## src/rtl/rel_compare_unit.sv

```systemverilog
// Multi-cycle relational comparator: GT/LT/EQ/NE/GE/LE, signed or unsigned,
// walking CHUNK bits per cycle from the MSB chunk and exiting on first difference.
module rel_compare_unit #(
  parameter int WIDTH = 32,
  parameter int CHUNK = 8
) (
  input  logic             clk,
  input  logic             rst,
  input  logic             in_valid,
  output logic             in_ready,
  input  logic [WIDTH-1:0] a,
  input  logic [WIDTH-1:0] b,
  input  logic [2:0]       op,
  input  logic             is_signed,
  output logic             out_valid,
  input  logic             out_ready,
  output logic             result,
  output logic             n,
  output logic             z,
  output logic             illegal
);

  localparam int NCHUNK = WIDTH / CHUNK;
  localparam int IW = (NCHUNK > 1) ? $clog2(NCHUNK) : 1;
  localparam logic [IW-1:0] TOP = IW'(NCHUNK - 1);

  typedef enum logic [1:0] {
    IDLE,
    CMP,
    DONE
  } state_t;

  state_t state;

  logic [WIDTH-1:0] a_q;
  logic [WIDTH-1:0] b_q;
  logic [2:0]       op_q;
  logic             sgn_q;
  logic [IW-1:0]    idx;
  logic             gt_q;
  logic             lt_q;
  logic             eq_q;

  logic [CHUNK-1:0] ca;
  logic [CHUNK-1:0] cb;
  logic             c_gt;
  logic             c_lt;
  logic             ill;
  logic             rel;

  // Signed order equals unsigned order once the sign bits are flipped.
  always_comb begin
    ca = a_q[int'(idx)*CHUNK +: CHUNK];
    cb = b_q[int'(idx)*CHUNK +: CHUNK];
    if (sgn_q && idx == TOP) begin
      ca[CHUNK-1] = ~ca[CHUNK-1];
      cb[CHUNK-1] = ~cb[CHUNK-1];
    end
    c_gt = ca > cb;
    c_lt = ca < cb;
  end

  always_comb begin
    rel = 1'b0;
    unique case (op_q)
      3'b000: rel = gt_q;
      3'b001: rel = lt_q;
      3'b010: rel = eq_q;
      3'b011: rel = !eq_q;
      3'b100: rel = gt_q | eq_q;
      3'b101: rel = lt_q | eq_q;
      default: rel = 1'b0;
    endcase
  end

  assign ill = op_q[2] & op_q[1];

  always_ff @(posedge clk) begin
    if (rst) begin
      state <= IDLE;
      idx   <= '0;
      gt_q  <= 1'b0;
      lt_q  <= 1'b0;
      eq_q  <= 1'b0;
      a_q   <= '0;
      b_q   <= '0;
      op_q  <= 3'b000;
      sgn_q <= 1'b0;
    end else begin
      unique case (state)
        IDLE: begin
          if (in_valid) begin
            a_q   <= a;
            b_q   <= b;
            op_q  <= op;
            sgn_q <= is_signed;
            idx   <= TOP;
            gt_q  <= 1'b0;
            lt_q  <= 1'b0;
            eq_q  <= 1'b0;
            state <= CMP;
          end
        end
        CMP: begin
          if (c_gt || c_lt || idx == '0) begin
            gt_q  <= c_gt;
            lt_q  <= c_lt;
            eq_q  <= !(c_gt || c_lt);
            state <= DONE;
          end else begin
            idx <= idx - 1'b1;
          end
        end
        DONE: begin
          if (out_ready) state <= IDLE;
        end
        default: state <= IDLE;
      endcase
    end
  end

  assign in_ready  = (state == IDLE);
  assign out_valid = (state == DONE);
  assign result    = out_valid && !ill && rel;
  assign illegal   = out_valid && ill;
  assign z         = !result;
  assign n         = 1'b0;

endmodule

```

## config.mk

```make
export PLATFORM = sky130hd
export DESIGN_NAME = rel_compare_unit
export DESIGN_NICKNAME = d
export VERILOG_FILES = /design/src/rtl/rel_compare_unit.sv
export SDC_FILE = /design/constraint.sdc
export NUM_CORES = 1
export LEC_CHECK = 0
export BUFFER_PORTS_ARGS = -buffer_cell sky130_fd_sc_hd__buf_2
export CORE_MARGIN = 1.5
export CORE_UTILIZATION = 50
export CTS_BUF_LIST = sky130_fd_sc_hd__clkbuf_8
export CTS_CLUSTER_DIAMETER = 200
export CTS_CLUSTER_SIZE = 30
export DETAILED_ROUTE_END_ITERATION = 12
export GPL_TIMING_DRIVEN = 1
export PLACE_DENSITY = 0.79
export REMOVE_ABC_BUFFERS = 1
export SLEW_MARGIN = 20
export SYNTH_ARGS = -nofsm -noshare
export SYNTH_HDL_FRONTEND = slang
export SYNTH_SLANG_ARGS = --single-unit
```

## constraint.sdc

```tcl
create_clock -name clk -period 2.3 [get_ports clk]
set_input_delay 0.115 -clock clk [delete_from_list [all_inputs] [get_ports clk]]
set_output_delay 0.115 -clock clk [all_outputs]
set_load 0.1 [all_outputs]
```

== After elaboration in Yosys (flattened, before gate mapping) ==
Index checks and enable logic that the tools add are counted.

* Register bits after elaboration: 75
* Bits of input ports: 72
* Output and inout port bits: 6
* Word-level logic and storage cells: 66

* $add $sub $neg: 1
* Magnitude comparators: 2
* Eq/ne operators: 12
* Shift-type cells: 2
* Mux-type cells: 17
* Bitwise logic cells: 5
* Reductions and logical operators: 18

{| class="wikitable"
|+ Operator list
! kind !! count
|-
| $shiftx 32x6->8 || 2
|-
| $mux 2 || 5
|-
| $reduce_and 3->1 || 3
|-
| $gt 8x8->1 || 1
|-
| $lt 8x8->1 || 1
|-
| $eq 3x2->1 const B || 2
|-
| $eq 3x3->1 const B || 2
|-
| $mux 1 || 6
|-
| $ne 2x2->1 const B || 3
|-
| $pmux 1 s2 || 3
|-
| $pmux 1 s6 || 1
|-
| $pmux 2 s3 || 1
|-
| $eq 2x2->1 const B || 2
|-
| $logic_and 1x1->1 || 4
|-
| $logic_not 1->1 || 4
|-
| $logic_not 2->1 || 2
|-
| $pmux 2 s2 || 1
|-
| $eq 3x1->1 const B || 1
|-
| $logic_not 3->1 || 1
|-
| $eq 2x1->1 const B || 1
|-
| $logic_or 1x1->1 || 2
|-
| $ne 2x1->1 const B || 1
|-
| $not 1->1 || 2
|-
| $or 1x1->1 || 2
|-
| 4 further kinds || 4
|}

== Depth between registers and ports, before layout ==
Gate-level depths: netlist of the first run.

* Word-level depth: 8
* Gate-level depth with buffers: 10
* Depth with buffers taken out: 9

== Worst setup path before layout of the first run ==
Ideal clock, no wire load.

* Path type: flip-flop to output port
* From: reg op_q[1]
* To: out result
* Arrival time: 5.966 ns
* Data required time: 2.185 ns
* Slack: -3.781 ns
* Cell stages (with the launch flop): 5
* Path buffers: 0
* Cells stage by stage: dfxtp_1 nand2_1 o211a_1 o311ai_0 inv_1

* Word-level cells in the longest chain between the ends: 4
* Elaborated cells on any way between the ends: 11
* Those cells by class: eq/ne: 5; mux: 1; bitwise: 1; reduce/logical: 4

{| class="wikitable"
|+ Ends and longest elaborated chain
! what !! RTL line !! text
|-
| start: declaration || 37 || <nowiki>logic [2:0] op_q;</nowiki>
|-
| start signal: assignment || 95 || <nowiki>op_q <= op;</nowiki>
|-
| branches (longest 3 deep; another with $pmux 1 s6) || - ||
|-
| $logic_and 1x1->1 * || 124 || <nowiki>assign result = out_valid && !ill && rel;</nowiki>
|-
| end: declaration || 17 || <nowiki>output logic result,</nowiki>
|}

Mark *: on every way between the ends.

== Worst setup path in the final report of the first run ==
* From: reg idx[0]
* To: reg lt_q

* Word-level cells in the longest chain between the ends: 8
* Elaborated cells on any way between the ends: 17
* Those cells by class: order compare: 2; eq/ne: 2; shift: 2; mux: 4; bitwise: 2; reduce/logical: 5

{| class="wikitable"
|+ Ends and longest elaborated chain
! what !! RTL line !! text
|-
| start: declaration || 39 || <nowiki>logic [IW-1:0] idx;</nowiki>
|-
| start signal: assignment || 111 || <nowiki>idx <= idx - 1'b1;</nowiki>
|-
| $shiftx 32x6->8 (tied with other cells) || 53 || <nowiki>ca = a_q[int'(idx)*CHUNK +: CHUNK];</nowiki>
|-
| $not 1->1 (tied with other cells) || 56 || <nowiki>ca[CHUNK-1] = ~ca[CHUNK-1];</nowiki>
|-
| $mux 1 || 55 || <nowiki>if (sgn_q && idx == TOP) begin</nowiki>
|-
| $gt 8x8->1 / $lt 8x8->1 (equally long branches) || 59, 60 ||
|-
| $logic_or 1x1->1 (2 in a row) || 105 || <nowiki>if (c_gt || c_lt || idx == '0) begin</nowiki>
|-
| $ne 2x2->1 (no line) || - ||
|-
| $reduce_and 3->1 (no line) || - ||
|-
| end signal: assignment || 107 || <nowiki>lt_q <= c_lt;</nowiki>
|-
| end: declaration || 41 || <nowiki>logic lt_q;</nowiki>
|}

Parallel ways exist; a longest one is shown, timed or not. The select of a mux whose other input is x is not followed.
A chain may end at the register's enable or synchronous reset.

==> out/metrics.yaml, run 1 <==
sta:
  worstMarginPinSlew_ns: 0.6166
  maxSlewViolCount: 0
  timing.final.ws_setup_ns: -0.1499
  rsz0062_at_grt: "yes"
  skew_ns: 0.01022
  fin_crit_sh_pct: 106.5
  slew_headroom_pct: 58.89
  setup_viol: 7
  max_freq_ghz: 0.4082
  fin_crit_ns: 2.450
  hold_viol_final: 0
die:
  core_area_sq_mm: 0.006459
  io_pins: 78
  initial_core_util_pct: 52.34
  chipHeight_microns: 85.23
  dieArea_sq_mm: 0.007264
  die_w_microns: 85.23
  placementRows: 29
pwr:
  power_density_mw_per_mm2: 732.7
  power.total_uw: 3172
  leakagePower_uw: 0.001825
  ir_worst_vdd_mv: 0.3777
setup_path:
  reg2regPathDepth: 9
  path_max_fanout: 5
  critPathKind: "reg -> reg"
  cp_data_arrival_time_ns: 2.71
  end_kind: "flip-flop"
  rr_startpoint: "idx[0]"
  required_ns: 2.56
  startpoint: "idx[0]"
  worstSetupStartpointType: "flip-flop"
global_route:
  overflow: 0
  grt_pass1_wl_mm: 13.23
  grt_pass1_vias: 2978
  grt_max_degree: 49
  track_usage_pct: 22.99
  antenna_found_initial: 0
logic_synthesis:
  syn_avg_cell_area_sq_um: 8.494
  synth_cell_types: 39
  syn_inst: 398
  synth_edf_count: 0
  ys_async_sr_fraction_pct: 0
  synthFlopType: "dfxtp_1"
  syn_area_sq_mm: 0.003381
  ys_warn_count: 0
  ys_seq_area_share_pct: 44.41
  ys_seq_elements: 75
detailed_routing:
  vias: 3014
  drc: 3
  totalWireLength_mm: 7.789
  via_per_inst: 5.233
  drt_pass1_iterations: 8
  drtIter0Drc: 184
  drtAntennaViolNets: 0
  wire_per_inst_microns: 13.52
clock_tree:
  cts_buffers: 9
  insertion_delay_ns: 0.35
  clkTransAtPathRegs_ns: 0.08
  clockRootBuffer: "clkbuf_8"
  cts_sinks: 75
  h-tree-depth: 3
  clock_path_buffers: 2
  cts_tree: "done"
finish:
  utilization_pct: 67.03
  syn_to_final_growth_pct: 28.05
  drive_gt1_share_pct: 27.25
  n_fill_cell: 538
  multi_input_area_sq_mm: 0.001740
  fin_nets: 576
  regArea_sq_mm: 0.001505
  num_antenna_cells: 0
outcome:
  violations: "DRC, setup timing"
  status: "complete, but fails checks"
job:
  maxCapViolations: 0
hold_path:
  holdCritPathClass: "in -> reg"
  whs_path_depth: 3
  hp-start: "b[11]"
placement:
  dp_hpwl_mm: 5.271
  gp_congestion: 0.8080
  port_buffers: 76
final timing paths:
check                           slack [ns]  endpoint
worst max-delay path                 -0.15      lt_q
worst min-delay path                  0.01   b_q[11]
worst max register to register       -0.15      lt_q
worst min register to register        0.45   b_q[24]
where the power goes:
group / total (uW) / switching, uW / leakage (uW) / internal (uW)
Sequential: 1450 / 59.1 / 0.000617 / 1390
Clock: 958 / 468 / 0.000103 / 489
Combinational: 760 / 404 / 0.00111 / 357
placed cells by master, fill, tap and decap left out, drive strengths merged, types with 2 or more instances in the layout:
| cell | Yosys | routed |
|---|---|---|
| a21oi | 75 | 75 |
| a311oi | 2 | 2 |
| and4 | 2 | 2 |
| buf | 18 | 92 |
| clkbuf | 10 | 9 |
| clkinv | 0 | 2 |
| dfxtp | 75 | 75 |
| dlygate4sd3 | 0 | 21 |
| ha | 10 | 10 |
| inv | 12 | 15 |
| mux4 | 16 | 16 |
| nand2 | 144 | 144 |
| nand2b | 4 | 4 |
| nor2 | 7 | 7 |
| nor2b | 2 | 2 |
| nor3 | 2 | 2 |
| o32ai | 2 | 2 |
cells by family after synthesis:
family	share of synthesized area, %
flip-flops	44.41
AO/OA/AOI/OAI	15.43
buffers and inverters	5.218
other	0.1109
multiplexers	10.66
adder cells (fa/ha/maj)	3.701
AND/OR/NAND/NOR	19.95
XOR/XNOR	0.5182
through the flow:
step	setup slack (ns)	hold WS (ns)	instance area [sq um]	cells	setup TNS (ns)
2_1_floorplan	-3.781	0.1841	3249	370	-91.49
3_3_place_gp	-0.1540	0.3554	3880	538	-0.7117
3_5_place_dp	-0.2605	0.3599	3880	538	-1.274
4_1_cts	-0.1777	0.001787	4322	576	-0.9374
5_1_grt	-0.2670	0.01109	4329	576	-1.724
6_report	-0.1499	0.009968	4329	576	-0.8322
repair_timing:
item | in CTS | in global routing
gates resized for setup | 8 | 2
hold buffers | 21 | 0
endpoints found under the setup margin | 7 | 7
buffers inserted | 1 | 0
endpoints found under the hold margin | 21 | 0
pin swaps | 5 | 1
synthesized netlist by cell type, drive strengths merged, types with 2 or more instances:
master | count | area share [%]
nand2 | 144 | 16
nand2b | 4 | 0.96
a21oi | 75 | 11
buf | 18 | 2.8
and4 | 2 | 0.52
clkbuf | 10 | 1.1
nor3 | 2 | 0.44
mux4 | 16 | 11
nor2b | 2 | 0.59
a311oi | 2 | 1.0
o32ai | 2 | 0.52
dfxtp | 75 | 44
nor2 | 7 | 0.78
inv | 12 | 1.3
ha | 10 | 3.7
cell type report:
cell class	count	area share, %
Clock inverter	7	1.445
Sequential cell	75	34.77
Inverter	12	1.040
Clock buffer	9	2.861
Timing Repair Buffer	113	17.46
Tap cell	77	2.225
Multi-Input combinational cell	283	40.20
registers in the layout, indices dropped and copies added (netlist names):
signal / cells
a_q: 32
b_q: 32
op_q: 3
idx: 2
state: 2
eq_q: 1
gt_q: 1
lt_q: 1
sgn_q: 1
routing by layer:
metal / global-route usage (%) / routed length, microns / up-vias
met5: 0 / 0 / -
met4: 9.538 / 135 / 0
met3: 3.794 / 339 / 10
met2: 39.39 / 3919 / 74
met1: 28.84 / 3395 / 1399
li1: - / - / 1531
worst max-delay path, cell delays in order, from the launching register on:
cell and delay, ns:
dfxtp_4 0.37, buf_12 0.11, mux4_2 0.49, xor2_1 0.16, ha_1 0.33, nand2_1 0.08, o21a_1 0.21, and3_1 0.16
o31a_1 0.26, o32ai_2 0.20
(Power assumes the default switching activity.)
==> run 2: changes to the inputs <==
CAP_MARGIN = 10   (was unset)
clock period = 2 ns   (was 2.3 ns; I/O delays follow)
==> out/metrics.yaml, run 2 (same netlist as run 1, synthesis figures left out) <==
outcome:
  status: "complete, but fails checks"
  violations: "DRC, setup timing"
finish:
  reg.largest.list: "a_q x32, b_q x32, op_q x3"
  n_fill_cell: 404
  most-common-layout-cells: "nand2_1, buf_2, dfxtp_1, a21oi_1, dlygate4sd3_1"
  num_antenna_cells: 0
  finish.instance_area_sq_mm: 0.004935
  fin_nets: 618
  final_common_cell: "nand2_1"
  drive_gt1_share_pct: 29.21
  syn_to_final_growth_pct: 45.97
job:
  maxCapViolations: 0
placement:
  dp_hpwl_mm: 5.208
  gp_congestion: 0.7767
  port_buffers: 76
  place_area_sq_mm: 0.003877
clock_tree:
  clockRootBuffer: "clkbuf_8"
  cts_tree: "done"
  clock_path_buffers: 2
  clkTransAtPathRegs_ns: 0.08
  h-tree-depth: 3
  cts_buffers: 9
  insertion_delay_ns: 0.36
  cts_sinks: 75
setup_path:
  path_cells: "buf_12 -> mux4_2 -> xor2_2 -> ha_4 -> and4_4 -> nand2_4 -> a311oi_4 -> nor3_2 -> a311oi_1"
  critPathKind: "reg -> reg"
  crit_family: "compound AO/OA/AOI/OAI gates"
  cp_data_arrival_time_ns: 2.90
  path_max_fanout: 6
  critical_path_buf_inv_count: 1
  required_ns: 2.25
  cp_slowest_cell: "mux4_2"
  end_kind: "flip-flop"
  slowest_delay_ns: 0.54
  r2r_slack_ns: -0.65
  worstSetupStartpointType: "flip-flop"
pwr:
  swShare_pct: 29.58
  ir_worst_vdd_mv: 0.6715
  p_comb_share_pct: 26.8
  p_sw_uw: 1221
  leakagePower_uw: 0.002051
  seqPwrFrac_pct: 40.7
  power_density_mw_per_mm2: 836.6
  clock_power_share_pct: 32.5
  p_int_uw: 2907
global_route:
  grt_max_degree: 69
  antenna_found_initial: 0
  grt_pass1_vias: 3190
  track_usage_pct: 25.06
  grt_pass1_wl_mm: 14.30
  overflow: 0
detailed_routing:
  totalWireLength_mm: 9.695
  drc: 3
  drt_pass1_iterations: 9
  wire_per_inst_microns: 15.69
  drtAntennaViolNets: 0
  vias: 3379
  drtIter0Drc: 304
  via_per_inst: 5.468
sta:
  max_freq_ghz: 0.3767
  rsz0062_at_grt: "yes"
  fin_crit_ns: 2.655
  maxSlewViolCount: 0
  fin_crit_sh_pct: 132.7
  whs_ns: 0.005119
  timing.final.ws_setup_ns: -0.6548
  setup_viol: 7
  skew_ns: 0.01327
  hold_viol_final: 0
die:
  placementRows: 29
  chipHeight_microns: 85.23
  initial_core_util_pct: 52.34
  io_pins: 78
  core_area_sq_mm: 0.006459
  die_w_microns: 85.23
  dieArea_sq_mm: 0.007264
hold_path:
  holdCritPathClass: "in -> reg"
==> run 2: worst min-delay path: cells and delay by family <==
| kind | cells | cell delay, ns |
|---|---|---|
| buffers and inverters | 1 | 0.09 |
| AOI/OAI and AO/OA | 1 | 0.06 |
| and+or+nand+nor | 1 | 0.06 |
==> run 2: final cells by class <==
class / count / area, sq um / area share [%]
repair buffers: 155 / 1202 / 24.37
well taps: 77 / 96.34 / 1.952
inverters: 12 / 45.04 / 0.9128
multi-input cells: 283 / 1857 / 37.63
flip-flops and latches: 75 / 1506 / 30.53
clock inverters: 5 / 76.32 / 1.547
clock buffers: 11 / 151.4 / 3.068
==> run 2: through the flow <==
stage | worst slack, ns | setup TNS, ns | instances | util, % | power (uW)
after global placement | -0.4599 | -2.820 | 536 | 60.03 | 2456
after floorplan | -4.066 | -114.56 | 370 | - | 2192
final | -0.6548 | -3.824 | 618 | 76.40 | 4129
after CTS | -0.5119 | -3.112 | 612 | 72.94 | 3886
after global routing | -0.6851 | -4.127 | 618 | 76.40 | 4289
after detailed placement | -0.5649 | -3.352 | 536 | 60.03 | 2489
==> run 2: timing repair <==
| action | 4_1_cts | 5_1_grt |
|---|---|---|
| hold buffers | 59 | 0 |
| gates cloned | 0 | 0 |
| buffers inserted | 1 | 6 |
| endpoints found under the hold margin | 59 | 0 |
| setup endpoints to repair | 7 | 8 |
| pin swaps | 1 | 13 |
| resized for setup | 3 | 33 |
==> run 2: routing by layer <==
metal / wire [microns] / up-vias / global-route usage, % / part of all wire [%]
li1: - / 1614 / - / -
met1: 3866 / 1566 / 30.51 / 40
met2: 4913 / 158 / 42.35 / 51
met3: 536 / 41 / 5.934 / 5.5
met4: 379 / 0 / 11.03 / 3.9
met5: 0 / - / 0 / 0
==> run 2: path summary, 6_finish.rpt <==
path	from	to	cells after the start
worst max register to register	idx[0]	idx[1]	9
worst max-delay path	idx[0]	idx[1]	9
worst min-delay path	a[5]	a_q[5]	3
worst min register to register	b_q[11]	b_q[11]	2
==> run 2: power by group through the flow <==
stage          combinational (uW)  clock [uW]  sequential (uW)
2_1_floorplan                 490           0             1700
3_3_place_gp                  754           0             1700
3_5_place_dp                  784           0             1710
4_1_cts                       881        1330             1670
5_1_grt                      1200        1400             1690
6_report                     1110        1340             1680
